==> src/rtl/cam_capture_px.sv <==
// rtl/cam_capture_px.sv - DVP byte-pair capture into linear frame-buffer writes
// Optional 2x decimation (and the i_decim port) is enabled by defining CAM_CAPTURE_DECIM_EN.
module cam_capture_px #(
    parameter int H_ACTIVE    = 640,
    parameter int V_ACTIVE    = 480,
    parameter int PIX_W       = 12,
    parameter int SKIP_FRAMES = 1,
    parameter int ADDR_W      = 19
) (
    input  logic              i_pclk,
    input  logic              i_rst,
    input  logic              i_vsync,
    input  logic              i_href,
    input  logic [7:0]        i_D,
    input  logic              i_cam_done,
`ifdef CAM_CAPTURE_DECIM_EN
    input  logic              i_decim,
`endif
    output logic [ADDR_W-1:0] o_pix_addr,
    output logic [PIX_W-1:0]  o_pix_data,
    output logic              o_wr,
    output logic              o_frame_done,
    output logic [2:0]        o_err
);

    localparam int COL_W = $clog2(H_ACTIVE + 1);
    localparam int ROW_W = $clog2(V_ACTIVE + 1);

    typedef enum logic [1:0] {ST_IDLE, ST_SKIP, ST_ACTIVE, ST_WAIT} state_t;

    state_t              state_q, state_d;
    logic                vsync_q, vsync_d;
    logic                href_q, href_d;
    logic [7:0]          skip_cnt_q, skip_cnt_d;
    logic                phase_q, phase_d;
    logic [7:0]          byte0_q, byte0_d;
    logic [COL_W-1:0]    col_q, col_d;
    logic [ROW_W-1:0]    row_q, row_d;
    logic                line_px_q, line_px_d;
    logic [ADDR_W-1:0]   base_q, base_d;
    logic [ADDR_W-1:0]   addr_q, addr_d;
    logic                decim_q, decim_d;
    logic                wr_q, wr_d;
    logic                fd_q, fd_d;
    logic [ADDR_W-1:0]   pix_addr_q, pix_addr_d;
    logic [PIX_W-1:0]    pix_data_q, pix_data_d;
    logic [2:0]          err_q, err_d;

    logic                frame_start, frame_end, href_fall;
    logic                start_frame, capture, decim_in;
    logic [15:0]         pix16;
    logic [11:0]         pix12;
    logic [PIX_W-1:0]    pix_word;

`ifdef CAM_CAPTURE_DECIM_EN
    assign decim_in = i_decim;
`else
    assign decim_in = 1'b0;
`endif

    assign frame_start = vsync_q & ~i_vsync;
    assign frame_end   = ~vsync_q & i_vsync;
    assign href_fall   = href_q & ~i_href;

    assign pix16    = {byte0_q, i_D};
    assign pix12    = {byte0_q[3:0], i_D};
    assign pix_word = (PIX_W == 16) ? PIX_W'(pix16) : PIX_W'(pix12);

    always_comb begin
        state_d     = state_q;
        vsync_d     = i_vsync;
        href_d      = i_href;
        skip_cnt_d  = skip_cnt_q;
        phase_d     = phase_q;
        byte0_d     = byte0_q;
        col_d       = col_q;
        row_d       = row_q;
        line_px_d   = line_px_q;
        base_d      = base_q;
        addr_d      = addr_q;
        decim_d     = decim_q;
        wr_d        = 1'b0;
        fd_d        = 1'b0;
        pix_addr_d  = pix_addr_q;
        pix_data_d  = pix_data_q;
        err_d       = err_q;
        start_frame = 1'b0;
        capture     = 1'b0;

        if (!i_cam_done) begin
            state_d = ST_IDLE;
            phase_d = 1'b0;
        end else begin
            case (state_q)
                ST_IDLE: begin
                    state_d    = ST_SKIP;
                    skip_cnt_d = 8'd0;
                end
                ST_SKIP: begin
                    if (frame_start) begin
                        if (skip_cnt_q == 8'(SKIP_FRAMES)) begin
                            state_d     = ST_ACTIVE;
                            start_frame = 1'b1;
                        end else begin
                            skip_cnt_d = skip_cnt_q + 8'd1;
                        end
                    end
                end
                ST_ACTIVE: begin
                    if (frame_end) begin
                        state_d = ST_WAIT;
                        fd_d    = 1'b1;
                        phase_d = 1'b0;
                    end else if (frame_start) begin
                        start_frame = 1'b1;
                    end else begin
                        capture = 1'b1;
                    end
                end
                ST_WAIT: begin
                    if (frame_start) begin
                        state_d     = ST_ACTIVE;
                        start_frame = 1'b1;
                    end
                end
                default: state_d = ST_IDLE;
            endcase
        end

        if (start_frame) begin
            col_d     = '0;
            row_d     = '0;
            base_d    = '0;
            addr_d    = '0;
            phase_d   = 1'b0;
            line_px_d = 1'b0;
            decim_d   = decim_in;
        end

        if (capture) begin
            if (i_href) begin
                if (!phase_q) begin
                    byte0_d = i_D;
                    phase_d = 1'b1;
                end else begin
                    phase_d = 1'b0;
                    if (row_q == ROW_W'(V_ACTIVE)) begin
                        err_d[0] = 1'b1;
                    end else if (col_q == COL_W'(H_ACTIVE)) begin
                        err_d[1] = 1'b1;
                    end else begin
                        col_d     = col_q + COL_W'(1);
                        line_px_d = 1'b1;
                        // Decimated pixels still advance col so the overflow limit stays undecimated.
                        if (!decim_q || (!row_q[0] && !col_q[0])) begin
                            wr_d       = 1'b1;
                            pix_addr_d = addr_q;
                            pix_data_d = pix_word;
                            addr_d     = addr_q + ADDR_W'(1);
                        end
                    end
                end
            end else begin
                phase_d = 1'b0;
                if (href_fall) begin
                    if (phase_q) err_d[2] = 1'b1;
                    col_d     = '0;
                    line_px_d = 1'b0;
                    // Line base steps by one output row; short lines leave the gap unwritten.
                    if (line_px_q) begin
                        row_d = row_q + ROW_W'(1);
                        if (!decim_q) begin
                            base_d = base_q + ADDR_W'(H_ACTIVE);
                            addr_d = base_q + ADDR_W'(H_ACTIVE);
                        end else if (row_q[0]) begin
                            base_d = base_q + ADDR_W'(H_ACTIVE / 2);
                            addr_d = base_q + ADDR_W'(H_ACTIVE / 2);
                        end
                    end
                end
            end
        end
    end

    always_ff @(posedge i_pclk) begin
        if (i_rst) begin
            state_q    <= ST_IDLE;
            vsync_q    <= 1'b0;
            href_q     <= 1'b0;
            skip_cnt_q <= 8'd0;
            phase_q    <= 1'b0;
            byte0_q    <= 8'd0;
            col_q      <= '0;
            row_q      <= '0;
            line_px_q  <= 1'b0;
            base_q     <= '0;
            addr_q     <= '0;
            decim_q    <= 1'b0;
            wr_q       <= 1'b0;
            fd_q       <= 1'b0;
            pix_addr_q <= '0;
            pix_data_q <= '0;
            err_q      <= 3'b000;
        end else begin
            state_q    <= state_d;
            vsync_q    <= vsync_d;
            href_q     <= href_d;
            skip_cnt_q <= skip_cnt_d;
            phase_q    <= phase_d;
            byte0_q    <= byte0_d;
            col_q      <= col_d;
            row_q      <= row_d;
            line_px_q  <= line_px_d;
            base_q     <= base_d;
            addr_q     <= addr_d;
            decim_q    <= decim_d;
            wr_q       <= wr_d;
            fd_q       <= fd_d;
            pix_addr_q <= pix_addr_d;
            pix_data_q <= pix_data_d;
            err_q      <= err_d;
        end
    end

    assign o_pix_addr   = pix_addr_q;
    assign o_pix_data   = pix_data_q;
    assign o_wr         = wr_q;
    assign o_frame_done = fd_q;
    assign o_err        = err_q;

endmodule

==> config.mk <==
export PLATFORM = sky130hd
export DESIGN_NAME = cam_capture_px
export DESIGN_NICKNAME = d
export VERILOG_FILES = /design/src/rtl/cam_capture_px.sv
export SDC_FILE = /design/constraint.sdc
export NUM_CORES = 1
export LEC_CHECK = 0
export CAP_MARGIN = 5
export CORE_MARGIN = 3
export CORE_UTILIZATION = 45
export CTS_CLUSTER_SIZE = 8
export DETAILED_ROUTE_END_ITERATION = 6
export GPL_ROUTABILITY_DRIVEN = 0
export GPL_TIMING_DRIVEN = 0
export PLACE_DENSITY = 0.65
export SYNTH_ARGS = -nofsm -noshare
export SYNTH_HDL_FRONTEND = slang
export SYNTH_SLANG_ARGS = --single-unit
==> constraint.sdc <==
create_clock -name i_pclk -period 4.7 [get_ports i_pclk]
set_input_delay 0.94 -clock i_pclk [delete_from_list [all_inputs] [get_ports i_pclk]]
set_output_delay 0.94 -clock i_pclk [all_outputs]
set_load 0.1 [all_outputs]
# After elaboration in Yosys (flattened, before gate mapping)
# Index checks and enable logic that the tools add are counted.
# op_classes
reduce_logical,13
mul,0
bitwise,12
muxes,58
addsub,5
n_eq_ne,13
n_shift,0
magnitude_cmp,0
div,0
# op_table
op,n
two-way mux 19 bit,13
two-way mux 10 bit,7
two-way mux 9 bit,5
two-way mux 1 bit,24
adder 19 x 1 -> 19 bit (second input constant),1
adder 19 x 10 -> 19 bit (second input constant),1
two-way mux 8 bit,2
one-hot mux 8 bit (2 select lines),1
AND reduction 4 bit,4
adder 10 x 1 -> 10 bit (second input constant),1
== test 10 bit (second input constant),1
!= test 2 bit (second input constant),5
AND reduction 5 bit,2
adder 9 x 1 -> 9 bit (second input constant),1
== test 9 bit (second input constant),1
NOT 1 bit,9
adder 8 x 1 -> 8 bit (second input constant),1
== test 8 x 1 -> 1 bit (second input constant),1
two-way mux 2 bit,4
!= test 4 x 1 -> 1 bit (second input constant),2
one-hot mux 2 bit (4 select lines),1
OR reduction 6 bit,1
== test 2 bit (second input constant),2
bitwise AND 1 bit,3
other kinds (8),8
# word_totals
memories,0
romBits,0
ramBits,0
output_inout_bits,36
inputBits,13
latch_bits,0
register_bits,111
elab_cells,119

# Depth between registers and ports, before layout
# Gate-level depths: netlist (run 1).
# logic_depth
word_depth,12
mapped_depth,9
depth_no_buf,8

# Worst setup path after synthesis (run 1)
# Ideal clock, no wire load.
# synth_path
path_type,input to register
from,in i_vsync
to,reg col_q[5]
setup_slack_ns,1.953
n_path_buf,0
setup_time_ns,0.070
arrival_time_ns,2.677
required_time_ns,4.630
path_stages,6
path_cell_list,inv_1 > ha_1 > nand4b_4 > or4_4 > or4_1 > a21oi_1
# synth_between
elab_chain_len,12
elab_cells_between_ends,19
classes_between,mux: 16; bitwise: 3
# synth_lines
item,line,rtl
start: declaration,12,"input logic i_vsync,"
NOT 1 bit,61,assign frame_start = vsync_q & ~i_vsync;
bitwise AND 1 bit,61,
two-way mux 1 bit,"114, 121",
two-way mux 1 bit,110,if (frame_end) begin
one-hot mux 1 bit (3 select lines),94,case (state_q)
two-way mux 1 bit,90,if (!i_cam_done) begin
two-way mux 10 bit,130,if (start_frame) begin
two-way mux 10 bit,149,end else if (col_q == COL_W'(H_ACTIVE)) begin
two-way mux 10 bit,147,if (row_q == ROW_W'(V_ACTIVE)) begin
two-way mux 10 bit,142,if (!phase_q) begin
two-way mux 10 bit,141,if (i_href) begin
two-way mux 10 bit *,140,if (capture) begin
end signal: assignment,211,col_q <= col_d;
end: declaration,37,"logic [COL_W-1:0] col_q, col_d;"
# Mark *: on every way between the ends. The rest lies on a longest branch, timed or not.
# A chain may end at the register's enable or synchronous reset.

# Final worst setup path (run 1)
# layout_path
from,in i_vsync
to,reg base_q[9]
# layout_between
elab_chain_len,11
elab_cells_between_ends,17
classes_between,mux: 14; bitwise: 3
# layout_lines
item,line,rtl
NOT 1 bit,61,
bitwise AND 1 bit,61,
two-way mux 1 bit,"114, 121",
two-way mux 1 bit,110,
one-hot mux 1 bit (3 select lines),94,
two-way mux 1 bit,90,
two-way mux 19 bit,130,
two-way mux 19 bit,170,if (line_px_q) begin
two-way mux 19 bit,165,if (href_fall) begin
two-way mux 19 bit,141,
two-way mux 19 bit *,140,
end signal: assignment,214,base_q <= base_d;
end: declaration,40,"logic [ADDR_W-1:0] base_q, base_d;"
# Marks and branches as above.

==> results of run 1 <==
-- area by class of cell --
type	count	area, um^2	share of cell area (%)
Buffer	28	115	1.92
Clock buffer	10	239	3.98
Clock inverter	5	57.6	0.958
Inverter	12	45.0	0.750
Multi-Input combinational cell	477	2690	44.7
Sequential cell	111	2220	37.0
Tap cell	140	175	2.91
Timing Repair Buffer	47	470	7.83
-- synthesized netlist by cell type, types with 5 or more instances --
master,count,area share [%]
a21oi_1,69,6.8
a31oi_1,10,1.2
and2_1,12,1.5
and3_1,14,1.7
clkbuf_1,23,1.7
dfxtp_1,111,44
ha_1,10,2.5
inv_1,12,0.89
mux2i_1,5,0.99
nand2_1,101,7.5
nand3_1,20,2.0
nand3b_1,10,1.5
nand4_1,11,1.4
nor2_1,79,5.9
nor3_1,11,1.1
o21ai_0,27,2.7
xnor2_1,9,1.6
xor2_1,18,3.1
-- flip-flops by register name, summed over array words and instances, names as in the netlist, 4 cells and up --
signal / count
o_pix_addr: 19
byte0_q: 4
addr_q: 19
skip_cnt_q: 8
base_q: 19
o_pix_data: 12
row_q: 9
col_q: 10
-- power by group through the flow --
| stage | Combinational, mW | Sequential [mW] | Clock (mW) |
|---|---|---|---|
| 3_5_place_dp | 0.0518 | 0.965 | 0 |
| 3_3_place_gp | 0.0510 | 0.965 | 0 |
| 5_1_grt | 0.0570 | 0.943 | 0.825 |
| 2_1_floorplan | 0.0280 | 0.965 | 0 |
| 4_1_cts | 0.0520 | 0.943 | 0.786 |
| 6_report | 0.0513 | 0.943 | 0.773 |
-- per-layer routing --
metal | GRT usage, % | share of wire, %
met1 | 27.1 | 46
met2 | 33.0 | 46
met3 | 3.07 | 4.8
met4 | 9.05 | 2.3
met5 | 0 | 0
-- per-stage QoR --
step           instance area (um^2)  hold slack (ns)  cells
6_report                       6010            0.453    830
3_3_place_gp                   5710            0.441    815
3_5_place_dp                   5710            0.447    815
4_1_cts                        6010            0.457    830
5_1_grt                        6010            0.481    830
2_1_floorplan                  5070            0.429    628
-- kinds of logic (layout without fill, tap and decap cells) --
family	count (synthesis)	count (layout)	synth area share, %
AO/OA/AOI/OAI	140	140	16.0
AND/OR/NAND/NOR	293	293	28.4
XOR/XNOR	27	27	4.67
multiplexers	7	7	1.43
adder cells (fa/ha/maj)	10	10	2.47
buffers and inverters	40	102	3.16
flip-flops	111	111	43.9
-- how the worst max path moves through the flow --
stage | slack (ns) | cells after the start | endpoint | startpoint
after floorplan | 1.95 | 6 | col_q[5] | i_vsync
after global placement | 0.77 | 9 | addr_q[9] | i_vsync
after detailed placement | 0.72 | 9 | base_q[9] | i_vsync
after CTS | 1.07 | 9 | base_q[9] | i_vsync
after global routing | 0.88 | 9 | base_q[9] | i_vsync
final | 0.99 | 9 | base_q[9] | i_vsync
-- worst min-delay path, delay by kind of cell (launching register included) --
kind	cells	cell delay, ns
simple gates	1	0.05
compound gates	1	0.05
flops	1	0.31
==> flow_summary.ini, run 1 <==
[route]
vias_per_cell = 5.54
firstDrtPassIters = 5
drt-total-wl_um = 12700
wl_per_cell_um = 15.4
detail-route-antenna-nets = 0
drt_iter0_markers = 273
via_count = 4598
drc = 0

[timing]
finalWorstSetupSlack_ns = 0.990
report.final.slew_viol_count = 0
setup_violations = 0
fin_tns_setup_ns = 0
hold_viol = 0
max_freq_mhz = 270
rsz0062_at_grt = no
tightest_slew_ns = 0.984
post-route-period-util_pct = 78.9
skew_ns = 0.00635
period_needed_ns = 3.71
relSlewSlack_pct = 34.2

[layout]
utilization_pct = 55.0
antenna_cells = 0
area_growth_pct = 18.6
fin_nets = 709
final_common_cell = dfxtp_1
drive_gt1_share_pct = 4.49
final_cell_mix = dfxtp_1, nand2_1, nor2_1, a21oi_1, clkdlybuf4s50_1
nFillCells = 1023

[setup_path]
cp.arrival_ns = 3.98
max_stage_delay_ns = 0.61
crit_buf_inv = 4
cp_top_family = buffers and inverters
crit_top_cell = clkbuf_1
rr_endpoint = base_q[9]
worstPathMaxFanout = 10
regToRegSetupSlack_ns = 1.81
r2r_start = vsync_q
cp.required_ns = 4.97
startpoint_type = input pin
worstSetupPathType = in -> reg
cp-end-kind = flop
cp_cell_sequence = clkdlybuf4s50_1, inv_1, ha_1, nand4b_4, nor2_1, clkbuf_1, clkbuf_1, o21ai_0, a21oi_1
r2r_cells = 7
critical_path.slowest_cell = clkbuf_1

[global_route]
grt_pass1_wl_um = 20900
overflow = 0
grtUsageTotal_pct = 20.4
antenna_found_initial = 0
grt_max_degree = 18
grt_pass1_vias = 4265

[yosys]
netlist_area_um2 = 5070
ys_ff_latch = 111
yosys_warnings = 0
syn_inst = 628
synth.avg_cell_area_um2 = 8.07
synth_edf_count = 0
ys_async_sr_fraction_pct = 0
synth-seq-area-share_pct = 43.9
synth.net_count = 651
ys_types = 61
ys.flop_type = dfxtp_1

[clocking]
post_cts_buffers = 0
path_clk_slew_ns = 0.07
ctsRootBufferMaster = clkbuf_16
cts_max_level = 3
cts_made_buffers = 9
tritoncts = built
cts_resized = 0
hold_buffers = 0
clock_path_buffers = 2
insertion_delay_ns = 0.35
clkSinkCount = 111

[pwr]
p_sw_mw = 0.381
p_seq_share_pct = 53.4
clockPowerShare_pct = 43.7
vdd_drop_max_v = 0.000170
p_leak_nw = 2.11
sw_frac_of_total_pct = 21.5
p_per_area_nw_per_um2 = 294
internal-power_mw = 1.39
total_power_mw = 1.77
combPwrFrac_pct = 2.9

[place]
dp_slack_ns = 0.719
hpwl_um = 9090
port_buffers = 47

[die]
fp.dieH_um = 112
die_w_um = 112
start_util_pct = 46.3
die_area_um2 = 12600
num_io_pins = 49
rows = 38
core-area_um2 = 10900

[run_status]
status = complete, no violations

[min_path]
hold_depth = 2
min_to = o_pix_addr[14]
hold_class = reg -> reg
min_from = o_pix_addr[14]

[flow_run]
drv_cap = 0
Note: power is estimated with default switching activity, not from simulation.
==> run 2, diff against run 1 <==
--- a/config.mk
+++ b/config.mk
@@ -12,7 +12,7 @@
 export DETAILED_ROUTE_END_ITERATION = 6
 export GPL_ROUTABILITY_DRIVEN = 0
 export GPL_TIMING_DRIVEN = 0
-export PLACE_DENSITY = 0.65
+export PLACE_DENSITY = 0.68
 export SYNTH_ARGS = -nofsm -noshare
 export SYNTH_HDL_FRONTEND = slang
 export SYNTH_SLANG_ARGS = --single-unit
==> constraint.sdc (replaced) <==
create_clock -name i_pclk -period 3.18 [get_ports i_pclk]
set_input_delay 0.636 -clock i_pclk [delete_from_list [all_inputs] [get_ports i_pclk]]
set_output_delay 0.636 -clock i_pclk [all_outputs]
set_load 0.1 [all_outputs]
==> flow_summary.ini, run 2 (synthesis results as in run 1) <==
[layout]
area_growth_pct = 18.8
fin_nets = 712
antenna_cells = 0
final-seq-area_um2 = 2220
multi_input_area_um2 = 2690
nFillCells = 1068
final_common_cell = dfxtp_1
final_cell_mix = dfxtp_1, nand2_1, nor2_1, a21oi_1, clkdlybuf4s50_1
utilization_pct = 55.0
drive_gt1_share_pct = 5.19
post-route-cell-area_um2 = 6020

[die]
die_area_um2 = 12600
num_io_pins = 49
core-area_um2 = 10900
start_util_pct = 46.3
fp.dieH_um = 112
die_w_um = 112
rows = 38

[pwr]
p_sw_mw = 0.587
p_seq_share_pct = 54.7
vdd_drop_max_v = 0.000326
p_per_area_nw_per_um2 = 423
p_leak_nw = 2.12
combPwrFrac_pct = 3.0
internal-power_mw = 1.96
clockPowerShare_pct = 42.3
sw_frac_of_total_pct = 23.0

[setup_path]
cp_cell_sequence = clkdlybuf4s50_1, inv_1, ha_1, nand4b_4, nor2_1, clkbuf_1, clkbuf_2, o21ai_0, a31oi_1
worstSetupPathType = in -> reg
worstPathMaxFanout = 10
critical_path.slowest_cell = clkbuf_1
startpoint = i_vsync
r2r_cells = 7
r2r_start = row_q[0]
cp-end-kind = flop
crit_buf_inv = 4
crit_path_end = addr_q[9]
regToRegSetupSlack_ns = 0.60
crit_cells = 9
cp.arrival_ns = 3.32
max_stage_delay_ns = 0.50
rr_endpoint = addr_q[18]
cp_top_family = buffers and inverters
startpoint_type = input pin
cp.required_ns = 3.45

[min_path]
hold_class = reg -> reg
hold_depth = 2

[timing]
report.final.slew_viol_count = 0
setup_violations = 0
hold_viol = 0
post-route-period-util_pct = 96.0
relSlewSlack_pct = 34.6
skew_ns = 0.0102
tightest_slew_ns = 0.978
max_freq_mhz = 328
period_needed_ns = 3.05
rsz0062_at_grt = no

[route]
firstDrtPassIters = 5
drc = 0
drt-total-wl_um = 12800
via_count = 4639
detail-route-antenna-nets = 0
drt_iter0_markers = 288
vias_per_cell = 5.56
wl_per_cell_um = 15.4

[clocking]
tritoncts = built
cts_made_buffers = 9
path_clk_slew_ns = 0.07
clock_path_buffers = 2
clkSinkCount = 111
cts_max_level = 3
insertion_delay_ns = 0.34
ctsRootBufferMaster = clkbuf_16

[place]
hpwl_um = 9150
post_dp_cell_area_um2 = 5710
port_buffers = 47

[global_route]
grt_max_degree = 20
overflow = 0
antenna_found_initial = 0
grtUsageTotal_pct = 20.2
grt_pass1_vias = 4425
grt_pass1_wl_um = 21200

[run_status]
status = complete, no violations

[flow_run]
drv_cap = 0
-- run 2: final cells by class --
type | count | area share, %
sequential | 111 | 36.9
timing repair buffer | 50 | 8.19
inverter | 12 | 0.748
tap | 140 | 2.91
multi-input combinational | 477 | 44.6
clock buffer | 9 | 3.74
buffer | 28 | 1.93
clock inverter | 7 | 0.936
-- run 2: how the worst min path moves through the flow --
stage                                end  slack (ns)           start
after floorplan                base_q[1]        0.43       base_q[1]
after global placement    o_pix_addr[15]        0.44  o_pix_addr[15]
after detailed placement   o_pix_addr[1]        0.45   o_pix_addr[1]
after CTS                  o_pix_addr[1]        0.46   o_pix_addr[1]
after global routing       o_pix_data[2]        0.48   o_pix_data[2]
final                     o_pix_addr[14]        0.46  o_pix_addr[14]
-- run 2: routing by layer --
layer / up-vias / global-route usage, % / wire (um)
met5: - / 0 / 0
met3: 32 / 3.34 / 621
met2: 108 / 33.8 / 5990
li1: 2305 / - / -
met4: 0 / 6.17 / 343
met1: 2194 / 26.9 / 5890
-- run 2: tightest hold or removal path, stage by stage, from the launching register on --
cell	delay, ns
dfxtp_1	0.31
nand2_1	0.05
a21oi_1	0.05
-- run 2: what timing repair did --
| item | CTS | global route |
|---|---|---|
| buffers inserted | 0 | 3 |
| endpoints found under the setup margin | 2 | 9 |
| hold buffers | 0 | 0 |
| gates resized for setup | 1 | 0 |
| pin swaps | 0 | 1 |
| cloned | 0 | 0 |
-- run 2: metrics by stage --
step / cells / TNS [ns] / worst slack (ns) / power, mW / hold WS [ns]
global placement: 815 / -3.83 / -0.402 / 1.50 / 0.442
floorplan: 628 / 0 / 0.737 / 1.47 / 0.429
finish: 834 / 0 / 0.128 / 2.55 / 0.456
CTS: 831 / 0 / 0.0938 / 2.56 / 0.456
detailed placement: 815 / -5.90 / -0.447 / 1.50 / 0.446
global route: 834 / 0 / 0.00416 / 2.63 / 0.482
-- run 2: power groups by stage --
stage | logic (mW) | registers [mW] | clock network [mW]
3_5_place_dp | 0.0760 | 1.43 | 0
5_1_grt | 0.0850 | 1.39 | 1.15
2_1_floorplan | 0.0414 | 1.43 | 0
3_3_place_gp | 0.0749 | 1.43 | 0
6_report | 0.0775 | 1.39 | 1.08
4_1_cts | 0.0768 | 1.39 | 1.09
